`src/rtl/cpu_pkg.sv`:
```
// Shared CPU definitions: default widths/vectors, PC FSM states and redirect priorities.
package cpu_pkg;

   localparam int unsigned XLEN_DEF      = 32;
   localparam logic [31:0] RESET_VEC_DEF = 32'h0000_0000;
   localparam logic [31:0] TRAP_VEC_DEF  = 32'h0000_001C;

   typedef enum logic [1:0] {
      StBoot = 2'd0,
      StRun  = 2'd1,
      StHalt = 2'd2
   } pc_state_t;

   // Encoded so that a numerically larger value has higher priority.
   typedef enum logic [1:0] {
      SrcNone = 2'd0,
      SrcBr   = 2'd1,
      SrcJmp  = 2'd2,
      SrcTrap = 2'd3
   } redir_src_t;

endpackage

```
`src/rtl/pc_gen_redirect_buf.sv`:
```
// Pending-redirect register: holds a redirect that arrived while fetch could not
// advance, and arbitrates it against a newly arriving redirect by priority.
module pc_redirect_buf
   import cpu_pkg::*;
#(
   parameter int unsigned XLEN = XLEN_DEF
) (
   input  logic            clk,
   input  logic            rst,
   input  redir_src_t      new_src_i,
   input  logic [XLEN-1:0] new_tgt_i,
   input  logic            capture_i,  // store a winning new redirect
   input  logic            clear_i,    // pending consumed or superseded
   output redir_src_t      sel_src_o,
   output logic [XLEN-1:0] sel_tgt_o
);

   redir_src_t      pend_src_q, pend_src_d;
   logic [XLEN-1:0] pend_tgt_q, pend_tgt_d;
   logic            new_wins;

   // Arbitrate new vs pending; ties go to the newer redirect.
   always_comb begin
      new_wins   = (new_src_i != SrcNone) &&
                   ((pend_src_q == SrcNone) || (new_src_i >= pend_src_q));
      sel_src_o  = new_wins ? new_src_i : pend_src_q;
      sel_tgt_o  = new_wins ? new_tgt_i : pend_tgt_q;
      pend_src_d = pend_src_q;
      pend_tgt_d = pend_tgt_q;
      if (clear_i) begin
         pend_src_d = SrcNone;
      end else if (capture_i && new_wins) begin
         pend_src_d = new_src_i;
         pend_tgt_d = new_tgt_i;
      end
   end

   // Pending register; an in-flight redirect is dropped on reset.
   always_ff @(posedge clk or posedge rst) begin
      if (rst) begin
         pend_src_q <= SrcNone;
         pend_tgt_q <= '0;
      end else begin
         pend_src_q <= pend_src_d;
         pend_tgt_q <= pend_tgt_d;
      end
   end

endmodule

```
`src/rtl/pc_gen.sv`:
```
// Program-counter generator: issues the fetch PC with a valid/ready handshake,
// applies prioritised redirects (trap > jump > branch), buffers redirects that
// arrive while fetch is blocked, and supports halt/resume.
// Optional macro PC_PERF_EN adds saturating fetch/redirect counters.
module pc_gen
   import cpu_pkg::*;
#(
   parameter int unsigned     XLEN      = XLEN_DEF,
   parameter logic [XLEN-1:0] RESET_VEC = RESET_VEC_DEF,
   parameter logic [XLEN-1:0] TRAP_VEC  = TRAP_VEC_DEF,
   parameter int unsigned     STEP      = 4
) (
   input  logic            clk,
   input  logic            rst,
   input  logic            stall_i,
   input  logic            fetch_ready_i,
   input  logic            br_taken_i,
   input  logic [XLEN-1:0] br_target_i,
   input  logic            jmp_i,
   input  logic [XLEN-1:0] jmp_target_i,
   input  logic            trap_i,
   input  logic            halt_i,
   input  logic            resume_i,
`ifdef PC_PERF_EN
   output logic [31:0]     fetch_cnt_o,
   output logic [31:0]     redirect_cnt_o,
`endif
   output logic [XLEN-1:0] pc_o,
   output logic [XLEN-1:0] pc_plus_o,
   output logic            fetch_valid_o,
   output logic            flush_o,
   output logic            misalign_o
);

   localparam logic [XLEN-1:0] LowMask  = XLEN'(STEP - 1);
   localparam logic [XLEN-1:0] StepInc  = XLEN'(STEP);

   pc_state_t       state_q, state_d;
   logic [XLEN-1:0] pc_q, pc_d;
   logic            flush_q, flush_d;
   logic            misalign_q, misalign_d;

   logic            adv;
   redir_src_t      new_src;
   logic [XLEN-1:0] new_tgt;
   redir_src_t      sel_src;
   logic [XLEN-1:0] sel_tgt;
   logic            buf_capture;
   logic            buf_clear;

   // Fixed-priority select among the incoming redirect requests.
   always_comb begin
      new_src = SrcNone;
      new_tgt = br_target_i;
      if (trap_i) begin
         new_src = SrcTrap;
         new_tgt = TRAP_VEC;
      end else if (jmp_i) begin
         new_src = SrcJmp;
         new_tgt = jmp_target_i;
      end else if (br_taken_i) begin
         new_src = SrcBr;
         new_tgt = br_target_i;
      end
   end

   assign adv         = (state_q == StRun) && fetch_ready_i && !stall_i;
   assign buf_capture = (state_q != StHalt) && !adv;
   // A trap out of HALT supersedes any older buffered redirect.
   assign buf_clear   = adv || ((state_q == StHalt) && trap_i);

   pc_redirect_buf #(
      .XLEN (XLEN)
   ) u_redirect_buf (
      .clk       (clk),
      .rst       (rst),
      .new_src_i (new_src),
      .new_tgt_i (new_tgt),
      .capture_i (buf_capture),
      .clear_i   (buf_clear),
      .sel_src_o (sel_src),
      .sel_tgt_o (sel_tgt)
   );

   // Next-state, next-PC and pulse generation.
   always_comb begin
      state_d    = state_q;
      pc_d       = pc_q;
      flush_d    = 1'b0;
      misalign_d = 1'b0;
      case (state_q)
         StBoot: begin
            state_d = StRun;
         end
         StRun: begin
            if (adv) begin
               if (sel_src != SrcNone) begin
                  pc_d       = sel_tgt & ~LowMask;
                  flush_d    = 1'b1;
                  misalign_d = |(sel_tgt & LowMask);
               end else begin
                  pc_d = pc_q + StepInc;
               end
            end
            if (halt_i) begin
               state_d = StHalt;
            end
         end
         StHalt: begin
            if (trap_i) begin
               state_d    = StRun;
               pc_d       = TRAP_VEC & ~LowMask;
               flush_d    = 1'b1;
               misalign_d = |(TRAP_VEC & LowMask);
            end else if (resume_i && !halt_i) begin
               state_d = StRun;
            end
         end
         default: begin
            state_d = StBoot;
         end
      endcase
   end

   // Architectural PC state and registered pulses.
   always_ff @(posedge clk or posedge rst) begin
      if (rst) begin
         state_q    <= StBoot;
         pc_q       <= RESET_VEC;
         flush_q    <= 1'b0;
         misalign_q <= 1'b0;
      end else begin
         state_q    <= state_d;
         pc_q       <= pc_d;
         flush_q    <= flush_d;
         misalign_q <= misalign_d;
      end
   end

   assign pc_o          = pc_q;
   assign pc_plus_o     = pc_q + StepInc;
   assign fetch_valid_o = (state_q == StRun);
   assign flush_o       = flush_q;
   assign misalign_o    = misalign_q;

`ifdef PC_PERF_EN
   logic [31:0] fetch_cnt_q;
   logic [31:0] redirect_cnt_q;

   // Saturating performance counters.
   always_ff @(posedge clk or posedge rst) begin
      if (rst) begin
         fetch_cnt_q    <= '0;
         redirect_cnt_q <= '0;
      end else begin
         if (adv && (fetch_cnt_q != 32'hFFFF_FFFF)) begin
            fetch_cnt_q <= fetch_cnt_q + 32'd1;
         end
         if (flush_q && (redirect_cnt_q != 32'hFFFF_FFFF)) begin
            redirect_cnt_q <= redirect_cnt_q + 32'd1;
         end
      end
   end

   assign fetch_cnt_o    = fetch_cnt_q;
   assign redirect_cnt_o = redirect_cnt_q;
`endif

endmodule

```
`config.mk`:
```
export PLATFORM = sky130hd
export DESIGN_NAME = pc_gen
export DESIGN_NICKNAME = d
export VERILOG_FILES = /design/src/rtl/cpu_pkg.sv /design/src/rtl/pc_gen_redirect_buf.sv /design/src/rtl/pc_gen.sv
export SDC_FILE = /design/constraint.sdc
export NUM_CORES = 1
export LEC_CHECK = 0
export ABC_AREA = 1
export CORE_UTILIZATION = 35
export DETAILED_ROUTE_END_ITERATION = 8
export PLACE_DENSITY_LB_ADDON = 0.2
export SLEW_MARGIN = 25
export SYNTH_ARGS = -nofsm -noshare
export SYNTH_HDL_FRONTEND = slang
export SYNTH_SLANG_ARGS = --single-unit
```
`constraint.sdc`:
```
create_clock -name clk -period 3.04 [get_ports clk]
set_input_delay 0.912 -clock clk [delete_from_list [all_inputs] [get_ports clk]]
set_output_delay 0.912 -clock clk [all_outputs]
set_load 0.01 [all_outputs]
```
# --- Yosys cells after proc, flatten, opt, wreduce, memory -nomap -nowiden ---
# Cells that the tools add are included.
classes:
  add_sub_neg: 1
  order_cmp: 1
  n_eq_ne: 7
  muxes: 24
  bitwise_logic: 1
  reduce_logical: 22
op_table:
  columns: ["op", "count"]
  rows:
  - ["two-way mux 32 bit", 6]
  - ["one-hot mux 32 bit (2 select lines)", 1]
  - ["adder 32 x 3 -> 32 bit, second input constant", 1]
  - ["two-way mux 2 bit", 8]
  - ["nonzero test 2 bit", 4]
  - ["logical AND 1 bit", 7]
  - ["two-way mux 1 bit", 7]
  - ["inequality test 2 bit, second input constant", 3]
  - ["one-hot mux 2 bit (3 select lines)", 1]
  - ["zero test 2 bit", 2]
  - ["AND reduction 2 bit", 2]
  - ["zero test 1 bit", 3]
  - ["inequality test 3 x 2 -> 1 bit, second input constant", 1]
  - ["AND reduction 3 bit", 1]
  - ["equality test 2 x 1 -> 1 bit, second input constant", 1]
  - ["equality test 2 bit, second input constant", 1]
  - [">= comparator 2 bit", 1]
  - ["logical OR 1 bit", 2]
  - ["inequality test 2 x 1 -> 1 bit, second input constant", 1]
  - ["one-hot mux 1 bit (2 select lines)", 1]
  - ["OR reduction 2 bit", 1]
  - ["NOT 1 bit", 1]
totals:
  reg_bits: 70
  in_bits: 73
  elab_cells: 62

# --- Depth between registers and ports, before layout ---
# Gate-level depths: netlist of the first run.
logic_depth:
  ltp_word: 11
  depth_mapped: 14
  ltp_nobuf: 13

# --- By module ---
# From an unflattened synthesis of the first run, not the netlist that was laid out.
hier_totals:
  cells_unflattened: 807
  area_unflattened_um2: 4956.0
modules_own_cells:
  columns: ["module", "n_inst", "cells_each", "area_per_inst_um2", "seq_area_each_um2"]
  rows:
  - ["pc_gen", 1, 542, 3083.0, 850.8]
  - ["pc_redirect_buf", 1, 265, 1873.0, 850.8]

# --- Least setup slack after synthesis of the first run ---
# OpenSTA, ideal clock, no wires.
synth_timing:
  kind: "input to register"
  from: "input port jmp_i"
  to: "register pc_q[5], in the netlist pc_o[5]"
  setup_ns: 0.116
  t_arrival_ns: 2.294
  required_time_ns: 2.924
  setup_slack_ns: 0.630
  cell_stages: 12
  n_path_buf: 1
  cell_sequence: "nor2_1 -> inv_1 -> ha_1 -> a21oi_1 -> nand3_1 -> nand2_2 -> inv_2 -> buf_2 -> nand2_1 -> nand3_1 -> nand2_1 -> nand2_1"
synth_via:
  elab_chain_len: 10
synth_rtl:
  columns: ["element", "line_no", "text"]
  rows:
  - ["start, declared", "pc_gen.sv:19", "input logic jmp_i,"]
  - ["two-way mux 2 bit", "pc_gen.sv:58", "end else if (jmp_i) begin"]
  - ["two-way mux 2 bit", "pc_gen.sv:55", "if (trap_i) begin"]
  - [">= comparator 2 bit", "pc_gen_redirect_buf.sv:25", "((pend_src_q == SrcNone) || (new_src_i >= pend_src_q));"]
  - ["logical OR 1 bit", "pc_gen_redirect_buf.sv:25", null]
  - ["logical AND 1 bit", "pc_gen_redirect_buf.sv:24", "new_wins = (new_src_i != SrcNone) &&"]
  - ["two-way mux 2 bit", "pc_gen_redirect_buf.sv:26", "sel_src_o = new_wins ? new_src_i : pend_src_q;"]
  - ["nonzero test 2 bit", "pc_gen.sv:97", "if (sel_src != SrcNone) begin"]
  - ["two-way mux 32 bit *", "pc_gen.sv:97", null]
  - ["two-way mux 32 bit *", "pc_gen.sv:96", "if (adv) begin"]
  - ["one-hot mux 32 bit (2 select lines) *", "pc_gen.sv:91", "case (state_q)"]
  - ["end signal, assigned", "pc_gen.sv:134", "pc_q <= pc_d;"]
  - ["end, declared", "pc_gen.sv:39", "logic [XLEN-1:0] pc_q, pc_d;"]
# Mark *: on every way between the ends. The rest lies on a longest branch, timed or not. The select of a mux whose other input is x is not followed.
# A chain may end at the register's enable or synchronous reset.

# --- Worst setup path after layout of the first run ---
layout_timing:
  from: "register pc_q[11], in the netlist pc_o[11]"
  to: "output port pc_plus_o[28]"
layout_via:
  elab_chain_len: 1
layout_rtl:
  columns: ["element", "line_no", "text"]
  rows:
  - ["adder 32 x 3 -> 32 bit", "pc_gen.sv:141", "assign pc_plus_o = pc_q + StepInc;"]
  - ["end, declared", "pc_gen.sv:29", "output logic [XLEN-1:0] pc_plus_o,"]
# Every way passes these cells.

==> run summary, run 1 <==
fraction of final layout cells sized beyond drive strength 1: 0.1261
Setup-failing EPs final: 0
pin count of the biggest net entering global routing: 39
most frequent cell after synthesis: nand2_1
fraction of synthesis flops using an asynchronous set or reset pin: 1.000
final wirelength: 16.58 mm
Worst Hold Class: register to register
Yosys top cell area share: 0.3394
peak fanout along the critical path: 5
reported max-cap violation count: 0
clock network power share: 0.176
startpoint of the most critical hold path: u_redirect_buf.pend_tgt_q[9]$_DFFE_PP0P_
signal arrival time at the worst endpoint: 2.09 ns
Placed Instances: 1143
average footprint of a synthesized cell: 6.077 µm²
die width: 121.7 µm
kind of launch point of the worst setup path: register
number of antenna-violating nets in the routed design: 0
initial standard-cell utilization of the core: 0.3598
final setup skew: 0.006753 ns
CTS tree: built
total gr overflow: 0
hold violation count in the final report: 0
hold buffer count at cts: 0
number of antenna violations at the first check in global routing: 0
number of antenna cells inserted: 0
result of the run: finished clean
core outline area: 13930 µm²
wire length of the first global-routing pass: 26.31 mm
pins over their slew limit: 0
Hold Path Cell Cnt: 2
RSZ-0062 raised after global routing: true
switching power summed over all nets: 2.674 mW
FF-to-FF setup slack: 1.08 ns
FMAX: 333.6 MHz
Placer Congestion: 0.9073
total power divided by cell area: 851.1 nW/µm²
worst-margin pin slew: 0.5190 ns
reg-to-reg startpoint: state_q[1]$_DFFE_PP0P_
type of destination of the critical path: output port
TNS Setup: 0 ns
most area-consuming cells after synthesis: dfrtp_1, nand2_1, nor2_1, nand3_1, inv_1
number of search-and-repair iterations in the first detailed-routing pass: 5
vias after detailed routing: 5668
post-synthesis cell type with the largest combined area: dfrtp_1
number of I/O port buffers: 135
1st-iter DRT viols: 277
Synth Cell Area: 5014 µm²
via count normalized by instance count: 4.840
cell count after synthesis: 825
H-Tree Depth: 3
half-perimeter wire length of the detailed placement result: 12.63 mm
Synth cell types: 33
root cell of the clock tree: clkbuf_16
mean routed wirelength per cell: 14.16 µm
most instantiated cells after synthesis: nand2_1, nor2_1, nand3_1, inv_1, dfrtp_1
total of fill cells in the finished design: 1430
total global routing track utilization: 0.2332
portion of the post-synthesis area used by sequential elements: 0.3394
count of non-filler cells in the finished layout: 1171
clock network latency to the later pin of the worst-skew pair: 0.34 ns
Required @ worst endpoint: 2.13 ns
clock transition at the registers of the reported paths: 0.06 ns
TritonCTS Sinks: 68
final worst-path cycle share: 0.9861
Die Footprint: 14810 µm²
Post-synth EDFFs: 0
predominant post-synthesis flop cell: dfrtp_1
Rel. slew slack: 0.6536
Int Pwr: 3.531 mW
yosys warns: 0
standby leakage power: 3.628 nW
Critical R2R Capture: pc_o[11]$_DFFE_PP0P_
TritonCTS buffer count: 9
Worst R2R Path Depth: 11
Hold EP: u_redirect_buf.pend_tgt_q[9]$_DFFE_PP0P_
Die Height: 121.7 µm
Sw Ratio: 0.4309
number of remaining DRC errors: 0
Area growth, synth to finish: 45.40%
IO Count: 140
Total Power Consumption: 6.204 mW
Final #Nets: 1066
Comb pwr share: 0.565
type of the worst setup path: register to output port
number of synthesized register bits: 68
Max Buffers Root-to-Sink: 2
worst voltage drop across the vdd grid: 469.2 µV
final period demand of the worst path: 2.998 ns
via count of the first global-routing pass: 5237
floorplan row count: 43
share of total power in sequential cells: 0.260
## cells in the final DEF, fill, tap and decap left out, types with 9 or more instances in the layout
| master | n |
|---|---|
| and2_1 | 18 |
| buf_4 | 45 |
| clkbuf_16 | 9 |
| clkdlybuf4s50_1 | 113 |
| dfrtp_1 | 56 |
| dfrtp_2 | 12 |
| dlygate4sd2_1 | 12 |
| dlymetal6s2s_1 | 9 |
| inv_1 | 70 |
| inv_2 | 9 |
| nand2_1 | 303 |
| nand3_1 | 88 |
| nor2_1 | 116 |
| nor2_2 | 12 |
| nor2_4 | 9 |
| o21ai_0 | 36 |
| o21ai_1 | 18 |
## routing by layer
metal | GRT usage | part of all wire | up-vias
met1 | 0.2898 | 0.44 | 2573
li1 | - | - | 2880
met4 | 0.09414 | 0.025 | 0
met2 | 0.3928 | 0.48 | 186
met3 | 0.04822 | 0.052 | 29
met5 | 0 | 0 | -
## worst max-delay path: stages (launching register included)
cell             delay [ns]
dfrtp_1                0.42
nand2_2                0.15
nor2_4                 0.19
nand2_1                0.11
nor2_4                 0.11
nand2_1                0.06
nand2_1                0.07
nand2_1                0.06
inv_1                  0.05
clkdlybuf4s50_1        0.52
## power groups by stage
stage,clock network [mW],registers [mW],logic [mW]
floorplan,0,1.61,1.86
global placement,0,1.60,3.37
detailed placement,0,1.61,3.38
CTS,1.11,1.60,3.45
global route,1.15,1.65,3.86
finish,1.09,1.61,3.50
## worst max-delay path by stage
stage	from	endpoint	slack, ns	depth (start not counted)
after floorplan	rst	flush_o$_DFF_PP0_	0.42	1
after global routing	pc_o[5]$_DFFE_PP0P_	pc_plus_o[28]	-0.11	10
after global placement	pc_o[10]$_DFFE_PP0P_	pc_plus_o[12]	0.13	5
final	pc_o[11]$_DFFE_PP0P_	pc_plus_o[28]	0.04	9
after CTS	pc_o[3]$_DFFE_PP0P_	pc_plus_o[16]	-0.12	10
after detailed placement	jmp_i	pc_o[29]$_DFFE_PP0P_	0.06	13
## flip-flops by register name, indices dropped and copies added, names as in the netlist
| name | count |
|---|---|
| u_redirect_buf.pend_tgt_q | 32 |
| pc_o | 30 |
| state_q | 2 |
| u_redirect_buf.pend_src_q | 2 |
| flush_o | 1 |
| misalign_o | 1 |
## metrics by stage
stage          utilization  cell area [µm²]  hold slack (ns)  setup slack (ns)
2_1_floorplan            -             5025           0.4493            0.4165
3_3_place_gp        0.4827             6726           0.4663            0.1262
3_5_place_dp        0.4827             6726           0.4657           0.06225
4_1_cts             0.5128             7146           0.4813           -0.1178
5_1_grt             0.5231             7289           0.5020           -0.1135
6_report            0.5231             7289           0.4817           0.04215
## logic make-up (layout without fill, tap and decap cells)
kind of cell | after synthesis | count (layout) | synth area share
adder cells (fa/ha/maj) | 6 | 6 | 0.01497
AO/OA/AOI/OAI | 63 | 63 | 0.06988
flip-flops | 68 | 68 | 0.3394
other | 1 | 4 | 0.0007480
AND/OR/NAND/NOR | 565 | 565 | 0.4647
buffers and inverters | 115 | 278 | 0.09808
XOR/XNOR | 7 | 7 | 0.01223
## timing repair
action / 4_1_cts / 5_1_grt
gates resized for setup: 44 / 36
pin swaps: 1 / 4
endpoints found under the setup margin: 23 / 15
setup buffers: 7 / 6
## layout make-up
cell class	count	area (µm²)	area share
Multi-Input combinational cell	645	2975	0.4082
Timing Repair Buffer	184	1772	0.2430
Sequential cell	68	1717	0.2355
Inverter	79	296.5	0.04068
Clock buffer	14	274.0	0.03759
Tap cell	180	225.2	0.03090
Clock inverter	1	30.03	0.004119
(Power assumes the default switching activity.)
==> run 2, diff against run 1 <==
GPL_ROUTABILITY_DRIVEN = 0   (was not set)
==> results of run 2 <==
The final DEF is identical to that of run 1; final timing and power are the same.
==> run 3, diff against run 2 <==
SYNTH_HIERARCHICAL = 1   (was not set)
==> run summary, run 3 <==
die width: 121.0 µm (-0.57%)
kind of launch point of the worst setup path: register
highest-delay cell along the critical path: clkdlybuf4s50_1
vias after detailed routing: 5354 (-5.5%)
average footprint of a synthesized cell: 6.141 µm² (+1.1%)
Synth Cell Area: 4956 µm² (-1.1%)
setup ws final: 0.01867 ns (-0.02348 ns)
TNS Setup: 0 ns (unchanged)
hold buffer count at cts: 0 (unchanged)
cell count after synthesis: 807 (-2.2%)
worst voltage drop across the vdd grid: 404.8 µV (-14%)
number of search-and-repair iterations in the first detailed-routing pass: 5 (unchanged)
Worst Hold Class: register to register
H-Tree Depth: 3 (unchanged)
total global routing track utilization: 0.2100 (-0.02320)
final wirelength: 15.04 mm (-9.3%)
type of destination of the critical path: output port
number of remaining DRC errors: 0 (unchanged)
RSZ-0062 raised after global routing: true
most frequent cell after synthesis: nand2_1
hold violation count in the final report: 0 (unchanged)
CTS tree: built
via count of the first global-routing pass: 4766 (-9.0%)
clock network latency to the later pin of the worst-skew pair: 0.33 ns (about the same)
Final #Nets: 1043 (-2.2%)
yosys warns: 6 (+6)
IO Count: 140 (unchanged)
final setup skew: 0.005833 ns (-0.0009202 ns)
most common cell type on the critical path: nand2_1
number of antenna-violating nets in the routed design: 0 (unchanged)
pins over their slew limit: 0 (unchanged)
TritonCTS Sinks: 68 (unchanged)
final period demand of the worst path: 3.021 ns (+0.02348 ns)
Required @ worst endpoint: 2.13 ns (about the same)
number of flip-flops in the largest register: 32 (unchanged)
wire length of the first global-routing pass: 23.97 mm (-8.9%)
peak fanout along the critical path: 4 (-1)
predominant post-synthesis flop cell: dfrtp_1
number of antenna cells inserted: 0 (unchanged)
register ranked first by flip-flop count: u_redirect_buf/pend_tgt_q
core outline area: 13830 µm² (-0.77%)
Setup-failing EPs final: 0 (unchanged)
fraction of synthesis flops using an asynchronous set or reset pin: 1.000 (unchanged)
standby leakage power: 3.634 nW (+0.16%)
mean routed wirelength per cell: 13.09 µm (-7.6%)
1st-iter DRT viols: 394 (+42%)
FMAX: 331.0 MHz (-0.78%)
number of antenna violations at the first check in global routing: 0 (unchanged)
pin count of the biggest net entering global routing: 36 (-7.7%)
FF-to-FF setup slack: 0.99 ns (-0.09 ns)
initial standard-cell utilization of the core: 0.3584 (-0.001363)
total power divided by cell area: 880.1 nW/µm² (+3.4%)
floorplan row count: 43 (unchanged)
result of the run: finished clean
final worst-path cycle share: 0.9939 (+0.007724)
Die Height: 121.0 µm (-0.57%)
Area growth, synth to finish: 44.43%
type of the worst setup path: register to output port
half-perimeter wire length of the detailed placement result: 11.07 mm (-12%)
clock transition at the registers of the reported paths: 0.06 ns (about the same)
Total Power Consumption: 6.300 mW (+1.5%)
Buffers & Inverters on Critical Path: 3 (+1)
via count normalized by instance count: 4.660 (-3.7%)
leading cell types in the layout, fill and taps excluded: nand2_1, nor2_1, clkdlybuf4s50_1
most area-consuming cells after synthesis: dfrtp_1, nand2_1, nor2_1, o21ai_0, inv_1
root cell of the clock tree: clkbuf_16
Post-synth EDFFs: 0 (unchanged)
Final Hold Slack: 0.4763 ns (-0.005402 ns)
number of synthesized register bits: 68 (unchanged)
post-synthesis cell type with the largest combined area: dfrtp_1
CP Cell Sequence: buf_4 -> inv_1 -> nor2_4 -> nand3_1 -> nor2_1 -> nand2_1 -> nand2_1 -> clkdlybuf4s50_1
Die Footprint: 14640 µm² (-1.1%)
signal arrival time at the worst endpoint: 2.11 ns (+0.02 ns)
Max Buffers Root-to-Sink: 2 (unchanged)
Yosys top cell area share: 0.3433 (+0.003942)
most common cell after layout, fill and taps aside: nand2_1
portion of the post-synthesis area used by sequential elements: 0.3433 (+0.003942)
number of I/O port buffers: 135 (unchanged)
delay contributed by the slowest stage of the critical path: 0.53 ns (about the same)
fraction of final layout cells sized beyond drive strength 1: 0.1228 (-0.003328)
Synth cell types: 32 (-3.0%)
delay-heaviest family, CP: buffers and inverters
reported max-cap violation count: 0 (unchanged)
Finished Core Util: 0.5177 (-0.005430)
total gr overflow: 0 (unchanged)
pre-CTS setup slack: -0.2334 ns (-0.2957 ns)
most instantiated cells after synthesis: nand2_1, nor2_1, dfrtp_1, o21ai_0, inv_1
TritonCTS buffer count: 9 (unchanged)
run 3: changes by cell type after synthesis, sizes merged, moves of 3 or more:
cell | previous run | this run
nand2 | 314 | 372
inv | 79 | 52
nand3 | 89 | 35
nor2 | 137 | 150
and2 | 18 | 1
o21bai | 3 | 0
o21ai | 54 | 71
run 3: cell type report:
type                       count  area [µm²]
timing repair buffer         178        1774
sequential                    68        1717
tap                          180       225.2
clock inverter                 5       50.05
clock buffer                  11       252.7
fill                        1367        6669
inverter                      53       198.9
multi-input combinational    654        2940
run 3: path summary, 6_finish.rpt:
| kind | from | endpoint | depth (start not counted) |
|---|---|---|---|
| min in group asynchronous | rst | u_redirect_buf/pend_tgt_q[13]$_DFFE_PP0P_ | 3 |
| hold reg to reg | u_redirect_buf/pend_tgt_q[25]$_DFFE_PP0P_ | u_redirect_buf/pend_tgt_q[25]$_DFFE_PP0P_ | 2 |
| setup reg to reg | state_q[0]$_DFFE_PP0P_ | pc_o[10]$_DFFE_PP0P_ | 9 |
| max in group asynchronous | rst | pc_o[12]$_DFFE_PP0P_ | 3 |
| setup / recovery | pc_o[2]$_DFFE_PP0P_ | pc_plus_o[19] | 8 |
| hold / removal | u_redirect_buf/pend_tgt_q[25]$_DFFE_PP0P_ | u_redirect_buf/pend_tgt_q[25]$_DFFE_PP0P_ | 2 |
run 3: logic make-up after synthesis:
group | share of synthesized area
AO/OA/AOI/OAI | 0.08028
other | 0.0007567
XOR/XNOR | 0.01237
flip-flops | 0.3433
buffers and inverters | 0.08180
adder cells (fa/ha/maj) | 0.01515
AND/OR/NAND/NOR | 0.4663
run 3: layer usage:
layer | share of wire | GRT usage | routed length (µm)
met2 | 0.45 | 0.3246 | 6730
met4 | 0.0090 | 0.04398 | 136
met3 | 0.055 | 0.02961 | 834
met5 | 0 | 0 | 0
met1 | 0.49 | 0.3092 | 7334
run 3: tightest hold or removal path, cell delays in order, from the launching register on:
cell and delay [ns]:
dfrtp_1 0.34, nand2_1 0.05, nand2_1 0.05
run 3: power breakdown:
| group | switching [mW] | total, mW | internal, mW | leakage [nW] |
|---|---|---|---|---|
| combinational | 2.02 | 3.62 | 1.60 | 2.63 |
| clock | 0.396 | 1.07 | 0.674 | 0.155 |
| sequential | 0.332 | 1.61 | 1.28 | 0.853 |
run 3: timing repair:
| action | in CTS | in global routing |
|---|---|---|
| setup endpoints to repair | 21 | 49 |
| pin swaps | 7 | 6 |
| resized for setup | 30 | 34 |
| cloned | 0 | 1 |
| buffers inserted | 4 | 9 |
run 3: through the flow:
step	std cells	cell area, µm²
after detailed placement	1119	6620
after global placement	1119	6620
after global routing	1149	7158
after floorplan	810	4971
final	1149	7158
after CTS	1139	7003
==> patch 1 (settings of run 3) <==
Register the input `jmp_target_i` before use, cleared by the reset. The logic sees it one clock later. The other inputs are not delayed to match.
--- a/src/rtl/pc_gen.sv
+++ b/src/rtl/pc_gen.sv
@@ -35,6 +35,16 @@
    localparam logic [XLEN-1:0] LowMask  = XLEN'(STEP - 1);
    localparam logic [XLEN-1:0] StepInc  = XLEN'(STEP);
 
+   logic [XLEN-1:0] jmp_target_q;
+
+   always_ff @(posedge clk or posedge rst) begin
+      if (rst) begin
+         jmp_target_q <= '0;
+      end else begin
+         jmp_target_q <= jmp_target_i;
+      end
+   end
+
    pc_state_t       state_q, state_d;
    logic [XLEN-1:0] pc_q, pc_d;
    logic            flush_q, flush_d;
@@ -57,7 +67,7 @@
          new_tgt = TRAP_VEC;
       end else if (jmp_i) begin
          new_src = SrcJmp;
-         new_tgt = jmp_target_i;
+         new_tgt = jmp_target_q;
       end else if (br_taken_i) begin
          new_src = SrcBr;
          new_tgt = br_target_i;
Function: changed (Yosys sat finds a counterexample within 4 cycles, from zero or initial values and one cycle with rst high).
==> patch 1 against run 3 <==
The flow now finishes with violations (setup timing). Area after synthesis rose by 15%. Total power rose by 11%. Clock skew rose by 0.0053 ns. Routed wire length rose by 15%. Count of clock-buffer cells in the layout rose by 3. Sequential cell count rose by 32. Worst hold slack improved by 0.0020 ns. Register-to-register slack got worse by 0.13 ns. Setup slack got worse by 0.081 ns. Cell area rose by 14%.
==> patch 1: results (changes against run 3) <==
Outcome
  • Status: finished, violations left
  • Failing checks: setup timing

Global routing
  • Grt met1 use: 30.66% (-0.26 points)
  • Number of global-route vias before repair: 5475 (+15%)
  • Total Routing Usage GR: 21.84% (+0.85 points)
  • First-pass GRT wire length: 28.06 mm (+17%)
  • Global Route met3 Usage: 2.747% (-0.21 points)

Synth
  • Post-synthesis xor/xnor area fraction: 1.073% (-0.16 points)
  • Post-Synth Adder-Cell Area: 1.314% (-0.20 points)
  • Netlist cell types: 31 (-3.1%)
  • Synth top cells by count: 358 x nand2_1, 149 x nor2_1, 100 x dfrtp_1, 70 x o21ai_0, 50 x inv_1

Place
  • Detailed Place HPWL: 12.52 mm (+13%)
  • Post-Place Setup Slack: -0.2107 ns (+0.02277 ns)

Route
  • Routed length on met2: 7.705 mm (+14%)
  • Vias/cell: 4.607 (-1.1%)
  • Iter 0 DRT Violations: 442 (+12%)

Finish
  • Storage cell area: 2515 um^2 (+47%)
  • Fillers: 1613 (+18%)
  • Final net count: 1094 (+4.9%)
  • Final non-filler cell total: 1235 (+7.5%)

Critical path
  • FF-to-FF End: pc_o[17]
  • Reg2reg setup slack: 0.86 ns (-0.13 ns)
  • Crit-path leading delay family: simple AND/OR/NAND/NOR gates

Hold path
  • Hold path startpoint: u_redirect_buf/pend_tgt_q[26]

Power
  • Lkg Pwr: 0.004017 uW (+11%)

STA
  • Final worst setup slack: -0.06277 ns (-0.08143 ns)
  • Skew final: 0.01111 ns (+0.005273 ns)
  • Final setup fails: 1 (+1)
## patch 1: worst max path at each step
stage | slack, ns | end
finish | -0.06 | pc_plus_o[20]
global route | -0.16 | pc_plus_o[20]
CTS | -0.09 | pc_plus_o[24]
detailed placement | -0.21 | pc_o[18]
global placement | -0.18 | pc_o[18]
floorplan | 0.06 | pc_o[17]
## patch 1: power groups by stage
stage | clock (uW) | sequential [uW] | combinational [uW]
floorplan | 0 | 2060 | 2040
global placement | 0 | 2060 | 3590
detailed placement | 0 | 2070 | 3630
CTS | 1180 | 2040 | 3700
global route | 1230 | 2110 | 4230
finish | 1150 | 2050 | 3820
## patch 1: final cells by class
cell class	count	share of cell area, %
repair buffers	193	23.29
flip-flops and latches	100	30.92
inverters	53	2.446
clock inverters	1	0.06154
well taps	216	3.323
clock buffers	14	3.492
multi-input cells	658	36.46
## patch 1: what timing repair did
action	4_1_cts	5_1_grt
setup endpoints to repair	24	37
pin swaps	2	6
buffers inserted	8	9
resized for setup	44	38
==> patch 2 (settings of run 3) <==
Made on the original files. `XLEN_DEF`: 32 -> 64.
--- a/src/rtl/cpu_pkg.sv
+++ b/src/rtl/cpu_pkg.sv
@@ -1,7 +1,7 @@
 // Shared CPU definitions: default widths/vectors, PC FSM states and redirect priorities.
 package cpu_pkg;
 
-   localparam int unsigned XLEN_DEF      = 32;
+   localparam int unsigned XLEN_DEF      = 64;
    localparam logic [31:0] RESET_VEC_DEF = 32'h0000_0000;
    localparam logic [31:0] TRAP_VEC_DEF  = 32'h0000_001C;
 
Ports: changed (resized br_target_i, jmp_target_i, pc_o and pc_plus_o); port bits go from 140 to 268. No check against the original RTL was run, so the function may have changed too.
==> patch 2 against run 3 <==
The run now ends with setup timing left. Clock power is 120% higher. Largest cell class unchanged. Worst hold slack improved by 0.0018 ns. Routed wire length grew to 2.7 times the old value. Setup slack worse by 0.091 ns. Total power grew 110%. Sequential share of layout area decreased by 3.1 points. Cell area grew 120%. Synthesized cell count grew 100%. Area after synthesis up 96%. Largest power group unchanged. Cell count is 110% higher. Sequential cell count grew 64.
==> patch 2: results (changes against run 3) <==
Synth
  • Mean Syn Cell Area: 5.954 um^2 (-3.1%)
  • Top cells by area, synth: dfrtp_1 34%, nand2_1 29%, nor2_1 13%
  • Synth top cells by count: 738 x nand2_1, 342 x nor2_1, 132 x dfrtp_1, 116 x o21ai_0, 79 x inv_1

STA
  • Final worst setup slack: -0.07192 ns (-0.09059 ns)
  • Fin Hold WS: 0.4781 ns (+0.001805 ns)
  • Skew final: 0.01021 ns (+0.004379 ns)
  • Setup TNS: -0.3576 ns (-0.3576 ns)
  • Final setup fails: 11 (+11)

Power
  • Switching share of power: 44.32% (+0.64 points)
  • Peak supply drop: 444.1 uV (+9.7%)
  • Lkg Pwr: 0.007797 uW (+110%)

Global routing
  • First-pass GRT wire length: 60.79 mm (+150%)
  • Total Routing Usage GR: 27.63% (+6.6 points)
  • Number of global-route vias before repair: 11240 (+140%)

Place
  • Placed insts: 2337 (+110%)
  • Placed Area: 13610 um^2 (+110%)

Outcome
  • Failing checks: setup timing
  • Status: finished, violations left

Route
  • Via count: 12180 (+130%)
  • Iter 0 DRT Violations: 1138 (+190%)

Finish
  • Fillers: 2496 (+83%)
  • Final net count: 2227 (+110%)
  • Final non-filler cell total: 2468 (+110%)
  • P&R area growth vs syn: 64.70%
  • Largest register FFs: 64 (+100%)
  • Share of cells above drive strength 1: 25.72% (+13 points)

Critical path
  • Crit path DAT: 2.20 ns (+0.09 ns)
  • Crit-path max FO: 5 (+1)
  • Reg2reg setup slack: 0.12 ns (-0.87 ns)
  • R2R depth: 24 (+15)

CTS
  • CTS Buf Count: 17 (+8)
  • Worst skew pair latency: 0.43 ns (+0.10 ns)

Hold path
  • Hold endpoint: u_redirect_buf/pend_tgt_q[53]
==> patch 2: timing repair <==
item | CTS | global route
cloned | 0 | 1
pin swaps | 31 | 66
setup endpoints to repair | 59 | 68
setup buffers | 61 | 39
resized for setup | 311 | 179
==> patch 2: cell families after synthesis <==
family                     synth area share, %
buffers and inverters                    7.787
AOI/OAI and AO/OA                        7.968
adders and majority gates               0.9025
DFF                                      34.04
xor gates and xnor gates                 2.798
other                                  0.03864
and+or+nand+nor                          46.47
==> patch 2: worst max path at each step <==
stage                                to
after floorplan                pc_o[32]
after global placement         pc_o[26]
after detailed placement       pc_o[26]
after CTS                 pc_plus_o[60]
after global routing      pc_plus_o[34]
final                     pc_plus_o[35]
==> patch 2: area by class of cell <==
cell class              instances  area share [%]
multi-input cells            1342           41.35
inverters                      83           1.996
repair buffers                507           28.72
clock buffers                  20           2.920
clock inverters                12           1.260
well taps                     372           2.912
flip-flops and latches        132           20.84
==> patch 2: power groups by stage <==
stage               Sequential [uW]  Clock, uW  Combinational [uW]
floorplan                      3090          0                3910
global placement               3090          0                7070
detailed placement             3100          0                7130
CTS                            3080       2350                7440
global route                   3200       2420                8740
finish                         3140       2320                8050
==> patch 2: critical path, stage by stage, from the launching register on <==
cell,delay [ns]
dfrtp_1,0.42
buf_6,0.14
inv_1,0.09
nor2_4,0.13
nand2_4,0.09
buf_6,0.13
nor2_4,0.12
nand2_4,0.10
buf_8,0.16
o21ai_2,0.18
nand2_2,0.10
buf_6,0.13
==> patch 2: layer usage <==
metal  share of wire [%]  GRT usage [%]
met1                  43          38.00
met2                  46          43.48
met3                 7.9          4.372
met4                 3.3          10.79
met5                   0              0
